## src/rtl/display_scan_controller.sv

```systemverilog
// Multiplexed 4-digit BCD scan controller. A loaded value is staged in a
// pending register and only swapped into the display at a frame boundary.
module display_scan_controller #(
  parameter int unsigned CLK_DIV = 50000
) (
  input  logic        clk,
  input  logic        rst,
  input  logic        en,
  input  logic        load,
  input  logic [15:0] value,
  input  logic        blank_lz,
  output logic        ready,
  output logic [3:0]  bch,
  output logic [3:0]  digit_en
);

  localparam logic [15:0] TICK_MAX = 16'(CLK_DIV - 1);

  logic [15:0] tick_q, tick_d;
  logic [1:0]  idx_q, idx_d;
  logic [15:0] shown_q, shown_d;
  logic [15:0] pend_val_q, pend_val_d;
  logic        pend_q, pend_d;
  logic        tick_wrap, frame_end, accept;
  logic [3:0]  blank;

  always_comb begin
    tick_wrap  = en && (tick_q == TICK_MAX);
    frame_end  = tick_wrap && (idx_q == 2'd3);
    accept     = load && !pend_q;
    tick_d     = tick_q;
    idx_d      = idx_q;
    shown_d    = shown_q;
    pend_val_d = pend_val_q;
    pend_d     = pend_q;
    if (en) begin
      tick_d = tick_wrap ? 16'd0 : tick_q + 16'd1;
      if (tick_wrap) idx_d = idx_q + 2'd1;
    end
    // The display only ever changes here, so a frame is never mixed.
    if (frame_end) begin
      if (pend_q) begin
        shown_d = pend_val_q;
        pend_d  = 1'b0;
      end else if (accept) begin
        shown_d = value;
      end
    end else if (accept) begin
      pend_val_d = value;
      pend_d     = 1'b1;
    end
  end

  always_ff @(posedge clk or posedge rst) begin
    if (rst) begin
      tick_q     <= '0;
      idx_q      <= '0;
      shown_q    <= '0;
      pend_val_q <= '0;
      pend_q     <= 1'b0;
    end else begin
      tick_q     <= tick_d;
      idx_q      <= idx_d;
      shown_q    <= shown_d;
      pend_val_q <= pend_val_d;
      pend_q     <= pend_d;
    end
  end

  // Leading-zero blanking cascades down from digit 3; digit 0 always shows.
  always_comb begin
    blank[3] = blank_lz && (shown_q[15:12] == 4'h0);
    blank[2] = blank[3] && (shown_q[11:8] == 4'h0);
    blank[1] = blank[2] && (shown_q[7:4] == 4'h0);
    blank[0] = 1'b0;
  end

  assign ready    = !pend_q;
  assign bch      = blank[idx_q] ? 4'hF : shown_q[{idx_q, 2'b00} +: 4];
  assign digit_en = en ? (4'b0001 << idx_q) : 4'b0000;

endmodule

```

## config.mk

```make
export PLATFORM = sky130hd
export DESIGN_NAME = display_scan_controller
export DESIGN_NICKNAME = d
export VERILOG_FILES = /design/src/rtl/display_scan_controller.sv
export SDC_FILE = /design/constraint.sdc
export NUM_CORES = 1
export LEC_CHECK = 0
export ABC_AREA = 1
export ABC_CLOCK_PERIOD_IN_PS = 4300
export CORE_UTILIZATION = 50
export DETAILED_ROUTE_END_ITERATION = 8
export GPL_ROUTABILITY_DRIVEN = 0
export PLACE_DENSITY_LB_ADDON = 0.08
export SYNTH_ARGS = -nofsm -noshare
export SYNTH_HDL_FRONTEND = slang
export SYNTH_SLANG_ARGS = --single-unit
```

## constraint.sdc

```tcl
create_clock -name clk -period 4.3 [get_ports clk]
set_input_delay 0.86 -clock clk [delete_from_list [all_inputs] [get_ports clk]]
set_output_delay 0.86 -clock clk [all_outputs]
set_load 0.005 [all_outputs]
```

==> impl_metrics.json, run 1 <==
{
  "grt_pass1_vias": 2164,
  "crit_fanout": 4,
  "synthCells": 404,
  "cts_resized": 0,
  "final_area_um2": 3340,
  "tightest_slew_ns": 1.08,
  "fp-row-count": 27,
  "slew_headroom_pct": 27.7,
  "vdd_drop_max_uv": 139,
  "initial_utilization_pct": 53.2,
  "num_vias": 2537,
  "finClkSkew_ns": 0.00760,
  "routedWlPerCell_um": 12.7,
  "clkTransAtPathRegs_ns": 0.09,
  "r2r_start": "pend_q$_DFFE_PP0P_",
  "cp-start-kind": "input port",
  "outcome": "completed",
  "setup_viol": 0,
  "dieWidth_um": 79.5,
  "fmax_mhz": 311,
  "cts.sinks": 51,
  "crit_start": "blank_lz",
  "min_period_ns": 3.22,
  "dp_hpwl_um": 4410,
  "place_area_um2": 3240,
  "fin_crit_sh_pct": 74.8,
  "n_antenna_cell": 0,
  "powerDensity_nw_per_um2": 315,
  "endpoint": "bch[1]",
  "synth_area_leaders": "dfrtp_1, nand2_1, nand3_1",
  "grt_max_degree": 52,
  "rsz0062_at_grt": "no",
  "tritoncts": "built",
  "nets": 450,
  "routed_wl_um": 6310,
  "io_pins": 30,
  "synth_top_cell_area_share_pct": 42.6,
  "area.growth.synth_to_final_pct": 11.5,
  "synth_fp_nets": 430,
  "required_ns": 3.44,
  "r2r_slack_ns": 2.33,
  "root_buffer": "clkbuf_8",
  "clk_latency_ns": 0.31,
  "yosys_register_bits": 51,
  "synth_cell_types": 28,
  "grt_usage_pct": 21.7,
  "final_max_slew_viol_count": 0,
  "async_reset_ff_share_pct": 100,
  "r2r-end": "shown_q[7]$_DFFE_PP0P_",
  "detail-route-antenna-nets": 0,
  "layout-drive-gt1-share_pct": 9.20,
  "maxCapViolations": 0,
  "cts.htree.levels": 2,
  "drcViolationCount": 0,
  "avgSynthCellArea_um2": 7.42,
  "drt_iter0_drc": 220,
  "dr.pass1.iters": 4,
  "netlist_area_um2": 3000,
  "end_kind": "output pin",
  "cts_max_path_buffers": 2,
  "die_h_um": 79.5,
  "yosysTopAreaCell": "dfrtp_1",
  "numPortBuffers": 29,
  "synth_edf_count": 0,
  "crit_type": "input port to output pin",
  "synth_ff_type": "dfrtp_1",
  "grt_pass1_wl_um": 10600,
  "via_per_inst": 5.11,
  "grt-ovfl-total": 0,
  "core_area_um2": 5640,
  "power_w": 0.00105,
  "critPathArrivalTime_ns": 2.36,
  "hp-class": "register to register",
  "post-cts-setup-buffer-count": 0,
  "ys_seq_area_share_pct": 42.6,
  "leakage_nw": 1.77,
  "hold-worst-slack_ns": 0.476,
  "fin_setup_tns_ns": 0,
  "cts_buffers": 5,
  "design.die.area_um2": 6310,
  "yosysWarnings": 0,
  "hold_viol": 0,
  "antenna_found_initial": 0,
  "cts_hold_buf": 0,
  "r2r_cells": 5
}
## registers in the layout, summed over array words and instances, names as in the netlist
name        count
pend_val_q     16
tick_q         16
idx_q           2
shown_q        16
pend_q          1
## critical path: stages
cell and delay [ns]:
clkdlybuf4s50_1 0.46, nand3_1 0.07, nor3_1 0.18, nand3_1 0.17, nand3_1 0.12, clkdlybuf4s50_1 0.50
## cell usage in the layout, fill, tap and decap left out
| master | count |
|---|---|
| nand2_4 | 1 |
| buf_4 | 1 |
| nand2_2 | 11 |
| xor2_1 | 8 |
| ha_1 | 5 |
| inv_1 | 29 |
| nor3_1 | 7 |
| nand4_1 | 19 |
| nor2_1 | 29 |
| clkbuf_8 | 5 |
| nor2_2 | 7 |
| inv_2 | 8 |
| nand3_1 | 28 |
| nor2_4 | 2 |
| o21ai_0 | 11 |
| clkbuf_1 | 1 |
| o211ai_1 | 4 |
| dfrtp_1 | 51 |
| clkdlybuf4s50_1 | 29 |
| a31oi_1 | 1 |
| bufinv_16 | 1 |
| nand3_4 | 2 |
| nand2_1 | 158 |
| nor3_2 | 1 |
| o31ai_1 | 1 |
| a21oi_1 | 4 |
## per-stage QoR
step / setup WS [ns] / utilization [%] / std cells
global route: 0.789 / 59.3 / 496
floorplan: 2.13 / - / 404
CTS: 1.10 / 59.3 / 496
global placement: 1.16 / 57.5 / 489
finish: 1.08 / 59.3 / 496
detailed placement: 1.11 / 57.5 / 489
## metal layers
metal,GRT usage [%],up-vias,wire (µm)
li1,-,1311,-
met1,34.7,1170,3330
met2,29.3,50,2680
met3,3.66,6,251
met4,6.55,0,52
met5,0,-,0
## worst min path at each step
stage,cells past startpoint,slack [ns],start,end
final,2,0.48,shown_q[13]$_DFFE_PP0P_,shown_q[13]$_DFFE_PP0P_
after global routing,2,0.50,pend_val_q[14]$_DFFE_PP0P_,pend_val_q[14]$_DFFE_PP0P_
after CTS,2,0.48,pend_val_q[13]$_DFFE_PP0P_,pend_val_q[13]$_DFFE_PP0P_
after detailed placement,2,0.46,pend_val_q[14]$_DFFE_PP0P_,pend_val_q[14]$_DFFE_PP0P_
after global placement,2,0.45,pend_val_q[11]$_DFFE_PP0P_,pend_val_q[11]$_DFFE_PP0P_
after floorplan,2,0.44,shown_q[1]$_DFFE_PP0P_,shown_q[1]$_DFFE_PP0P_
## report_power, final
group	total, W	switching [W]	internal (W)
sequential	0.000569	0.0000516	0.000517
combinational	0.000157	0.0000902	0.0000669
clock	0.000326	0.000155	0.000171
## cells in the mapped netlist, drive strengths merged, types with 2 or more instances
cell type / count
o211ai: 4
nand3: 30
ha: 5
buf: 15
xor2: 8
nor3: 8
inv: 37
a21oi: 4
clkbuf: 2
nand2: 170
o21ai: 11
dfrtp: 51
nand4: 19
nor2: 38
## final cells by class
type | count | area (µm²)
Timing Repair Buffer | 30 | 298
Fill cell | 538 | 2300
Clock inverter | 1 | 30.0
Clock buffer | 6 | 72.6
Multi-Input combinational cell | 299 | 1440
Sequential cell | 51 | 1280
Tap cell | 72 | 90.1
Inverter | 37 | 139
## logic make-up (layout without fill, tap and decap cells)
logic type / Yosys count / count (layout) / synth area share, %
adders and majority gates: 5 / 5 / 2.09
buffers and inverters: 54 / 74 / 9.47
AOI/OAI and AO/OA: 21 / 21 / 3.96
DFF: 51 / 51 / 42.6
xor gates and xnor gates: 8 / 8 / 2.34
and+or+nand+nor: 265 / 265 / 39.6
Power figures use the tool's default switching activity.
==> run 2, diff against run 1 <==
--- a/config.mk
+++ b/config.mk
@@ -6,7 +6,7 @@
 export NUM_CORES = 1
 export LEC_CHECK = 0
 export ABC_AREA = 1
-export ABC_CLOCK_PERIOD_IN_PS = 4300
+export ABC_CLOCK_PERIOD_IN_PS = 3000
 export CORE_UTILIZATION = 50
 export DETAILED_ROUTE_END_ITERATION = 8
 export GPL_ROUTABILITY_DRIVEN = 0
==> constraint.sdc (replaced) <==
create_clock -name clk -period 3 [get_ports clk]
set_input_delay 0.6 -clock clk [delete_from_list [all_inputs] [get_ports clk]]
set_output_delay 0.6 -clock clk [all_outputs]
set_load 0.005 [all_outputs]
==> impl_metrics.json, run 2 (synthesis gave the netlist of run 1 again) <==
{
  "detail-route-antenna-nets": 0,
  "fp-row-count": 27,
  "numPortBuffers": 29,
  "hold_viol": 0,
  "grt_pass1_wl_um": 11100,
  "cp-start-kind": "register",
  "wl_met3_um": 332,
  "vdd_drop_max_uv": 281,
  "fin_setup_tns_ns": 0,
  "cts_buffers": 5,
  "design.die.area_um2": 6310,
  "final_common_cell": "nand2_1",
  "via_per_inst": 5.02,
  "hp-class": "register to register",
  "io_pins": 30,
  "finClkSkew_ns": 0.00893,
  "initial_utilization_pct": 53.2,
  "path_cells": "inv_1 -> nor2_1 -> nor2_1 -> nor3_1 -> nand3_1 -> nand3_1 -> clkdlybuf4s50_1",
  "wl_met1_um": 3310,
  "reg_top3": "pend_val_q: 16 flops, shown_q: 16 flops, tick_q: 16 flops",
  "grt_pass1_vias": 2379,
  "dp_hpwl_um": 4470,
  "root_buffer": "clkbuf_8",
  "clk_latency_ns": 0.31,
  "clkTransAtPathRegs_ns": 0.10,
  "met2_length_um": 2580,
  "drcViolationCount": 0,
  "routed_wl_um": 6280,
  "cts_max_path_buffers": 2,
  "routedWlPerCell_um": 12.5,
  "tightest_slew_ns": 0.651,
  "required_ns": 2.40,
  "grt_max_degree": 52,
  "fillCellCount": 541,
  "post-cts-setup-buffer-count": 0,
  "powerDensity_nw_per_um2": 436,
  "final_max_slew_viol_count": 0,
  "final_cell_mix": "nand2_1, dfrtp_1, nor2_1, inv_1, clkdlybuf4s50_1",
  "crit_path_max_incr_delay_ns": 0.52,
  "fin_crit_sh_pct": 90.3,
  "slowest_stage": "dfrtp_2",
  "rsz0062_at_grt": "no",
  "drt_iter0_drc": 184,
  "maxCapViolations": 0,
  "cts.htree.levels": 2,
  "utilization_pct": 59.8,
  "ff_latch_area_um2": 1280,
  "fmax_mhz": 369,
  "grt-ovfl-total": 0,
  "antenna_found_initial": 0,
  "n_antenna_cell": 0,
  "nets": 454,
  "layout-drive-gt1-share_pct": 10.7,
  "outcome": "completed",
  "slew_headroom_pct": 56.6,
  "grt_usage_pct": 22.6,
  "die_h_um": 79.5,
  "num_vias": 2517,
  "dieWidth_um": 79.5,
  "crit_type": "register to output pin",
  "cts.sinks": 51,
  "leakage_nw": 1.79,
  "multiInputGateArea_um2": 1440,
  "core_area_um2": 5640,
  "crit_fanout": 15,
  "tritoncts": "built",
  "dr.pass1.iters": 4,
  "area.growth.synth_to_final_pct": 12.4,
  "setup_viol": 0,
  "highest_layer": "met4",
  "critPathArrivalTime_ns": 2.11,
  "end_kind": "output pin",
  "min_period_ns": 2.71
}
## run 2: worst paths after layout
check | start | to | slack, ns | cells after the start
min | shown_q[13]$_DFFE_PP0P_ | shown_q[13]$_DFFE_PP0P_ | 0.48 | 2
min reg2reg | shown_q[13]$_DFFE_PP0P_ | shown_q[13]$_DFFE_PP0P_ | 0.48 | 2
max reg2reg | idx_q[1]$_DFFE_PP0P_ | pend_val_q[14]$_DFFE_PP0P_ | 1.19 | 6
max | idx_q[0]$_DFFE_PP0P_ | bch[1] | 0.29 | 7
min in group asynchronous | rst | pend_val_q[9]$_DFFE_PP0P_ | 0.77 | 3
max in group asynchronous | rst | idx_q[0]$_DFFE_PP0P_ | 1.75 | 3
## run 2: final cells by class
| type | instances | area share, % |
|---|---|---|
| clock buffer | 6 | 2.45 |
| clock inverter | 2 | 0.482 |
| inverter | 37 | 4.12 |
| multi-input combinational | 299 | 42.7 |
| sequential | 51 | 37.9 |
| tap | 72 | 2.67 |
| timing repair buffer | 34 | 9.72 |
## run 2: layer usage
metal | GRT usage (%) | vias to the layer above
met2 | 32.4 | 63
met5 | 0 | -
met4 | 6.00 | 0
met3 | 4.80 | 6
met1 | 34.3 | 1117
li1 | - | 1331
## run 2: critical path, delay by kind of cell, from the launching register on
family / cells / cell delay (ns)
buf+inv: 2 / 0.68
simple gates: 5 / 0.60
flops: 1 / 0.52
## run 2: through the flow
step	worst slack [ns]	cells	cell area, µm²	hold slack [ns]	power [W]
4_1_cts	0.0891	501	3370	0.483	0.00148
5_1_grt	0.0813	501	3370	0.502	0.00155
3_3_place_gp	0.374	493	3270	0.454	0.00105
2_1_floorplan	1.17	404	3000	0.437	0.000985
6_report	0.292	501	3370	0.478	0.00147
3_5_place_dp	0.312	493	3270	0.459	0.00105
## run 2: timing repair
action | in CTS | in global routing
resized for setup | 0 | 1
setup endpoints to repair | 0 | 4
hold buffers | 0 | 0
## run 2: power breakdown
part | leakage, nW | internal [W] | switching (W)
registers | 0.654 | 0.000742 | 0.0000743
logic | 1.09 | 0.0000969 | 0.000131
clock network | 0.0474 | 0.000189 | 0.000237
==> run 3, diff against run 2 <==
--- a/config.mk
+++ b/config.mk
@@ -7,7 +7,9 @@
 export LEC_CHECK = 0
 export ABC_AREA = 1
 export ABC_CLOCK_PERIOD_IN_PS = 3000
+export CORE_MARGIN = 5
 export CORE_UTILIZATION = 50
+export CTS_CLUSTER_SIZE = 14
 export DETAILED_ROUTE_END_ITERATION = 8
 export GPL_ROUTABILITY_DRIVEN = 0
 export PLACE_DENSITY_LB_ADDON = 0.08
==> impl_metrics.json, run 3 (synthesis gave the netlist of run 1 again) <==
{
  "clkTransAtPathRegs_ns": 0.09,
  "final_common_cell": "nand2_1",
  "utilization_pct": 57.6,
  "maxCapViolations": 0,
  "finClkSkew_ns": 0.00604,
  "drt_iter0_drc": 192,
  "min-delay-start": "pend_val_q[12]$_DFFE_PP0P_",
  "tritoncts": "built",
  "fp-row-count": 28,
  "cp_common_cell": "nand3_1",
  "grt_pass1_vias": 2406,
  "powerDensity_nw_per_um2": 423,
  "place_area_um2": 3300,
  "tightest_slew_ns": 0.547,
  "hold-worst-slack_ns": 0.476,
  "area.growth.synth_to_final_pct": 13.1,
  "grt_usage_pct": 18.9,
  "io_pins": 30,
  "fin_setup_tns_ns": 0,
  "hold_viol": 0,
  "hp-class": "register to register",
  "min_path_cells": 2,
  "dieWidth_um": 87.5,
  "numPortBuffers": 29,
  "required_ns": 2.40,
  "outcome": "completed",
  "core_area_um2": 5890,
  "crit_fanout": 4,
  "r2r_cells": 6,
  "cts.sinks": 51,
  "die_h_um": 87.5,
  "r2r_start": "idx_q[1]$_DFFE_PP0P_",
  "clk_latency_ns": 0.31,
  "leakage_nw": 1.81,
  "via_per_inst": 5.15,
  "whs_endpoint": "pend_val_q[12]$_DFFE_PP0P_",
  "critPathArrivalTime_ns": 2.06,
  "cts_max_path_buffers": 2,
  "routedWlPerCell_um": 13.0,
  "reg_top3": "pend_val_q: 16 flops, shown_q: 16 flops, tick_q: 16 flops",
  "dr.pass1.iters": 5,
  "detail-route-antenna-nets": 0,
  "grt_max_degree": 23,
  "final_cell_mix": "nand2_1, dfrtp_1, nor2_1, inv_1, clkdlybuf4s50_1",
  "final_max_slew_viol_count": 0,
  "slowest_stage": "clkdlybuf4s50_1",
  "design.die.area_um2": 7650,
  "fin_crit_sh_pct": 88.8,
  "setup_viol": 0,
  "rsz0062_at_grt": "no",
  "path_cells": "clkdlybuf4s50_1 -> nand3_1 -> nor3_1 -> nand3_1 -> nand3_1 -> clkdlybuf4s50_1",
  "n_antenna_cell": 0,
  "layout-drive-gt1-share_pct": 11.5,
  "num_vias": 2618,
  "antenna_found_initial": 0,
  "cts.htree.levels": 2,
  "routed_wl_um": 6620,
  "fmax_mhz": 375,
  "root_buffer": "clkbuf_8",
  "initial_utilization_pct": 51.0,
  "grt-ovfl-total": 0,
  "r2r-end": "pend_val_q[10]$_DFFE_PP0P_",
  "cp-start-kind": "input port",
  "crit_path_max_incr_delay_ns": 0.50,
  "grt_pass1_wl_um": 11500,
  "crit_start": "blank_lz",
  "final_area_um2": 3390,
  "nets": 458,
  "crit_type": "input port to output pin",
  "slew_headroom_pct": 63.5,
  "min_period_ns": 2.66,
  "dp_hpwl_um": 4830,
  "vdd_drop_max_uv": 206,
  "cts_buffers": 5,
  "drcViolationCount": 0,
  "r2r_slack_ns": 1.16,
  "end_kind": "output pin"
}
-- run 3: cell count changes in the layout (fill, tap and decap cells not counted), sizes merged --
cell      previous run  this run
buf                  5         9
clkinv               1         3
clkinvlp             1         0
clkbuf               6         5
-- run 3: metrics by stage --
stage / worst slack (ns) / total power [W] / std cells
global placement: 0.371 / 0.00105 / 499
floorplan: 1.17 / 0.000985 / 404
CTS: 0.0710 / 0.00144 / 507
finish: 0.335 / 0.00143 / 508
detailed placement: 0.335 / 0.00106 / 499
global route: 0.141 / 0.00152 / 508
-- run 3: cell type report --
cell class	count	area [µm²]
Clock buffer	5	68.8
Clock inverter	3	15.0
Fill cell	584	2490
Inverter	37	139
Multi-Input combinational cell	299	1440
Sequential cell	51	1280
Tap cell	75	93.8
Timing Repair Buffer	38	358
-- run 3: critical path, delay by kind of cell --
| family | cells | cell delay [ns] |
|---|---|---|
| simple gates | 4 | 0.51 |
| buf+inv | 2 | 0.96 |
-- run 3: how the worst max path moves through the flow --
stage | endpoint | slack, ns | cells past startpoint
after floorplan | idx_q[0]$_DFFE_PP0P_ | 1.17 | 1
after global placement | bch[1] | 0.37 | 6
after detailed placement | bch[0] | 0.34 | 6
after CTS | bch[0] | 0.07 | 7
after global routing | bch[0] | 0.14 | 5
final | bch[0] | 0.34 | 6
-- run 3: timing repair --
item,4_1_cts,5_1_grt
gates resized for setup,0,1
hold buffers,0,0
buffers inserted,0,1
endpoints found under the setup margin,0,4
-- run 3: power by group --
part | leakage, nW | switching [W] | internal [W]
sequential | 0.654 | 0.0000749 | 0.000741
clock | 0.0477 | 0.000227 | 0.000160
combinational | 1.11 | 0.000131 | 0.0000987
-- run 3: per-layer routing --
metal | track usage (%) | wire [µm]
met1 | 29.4 | 3370
met4 | 4.60 | 53
met3 | 2.93 | 323
met2 | 27.5 | 2870
met5 | 0 | 0
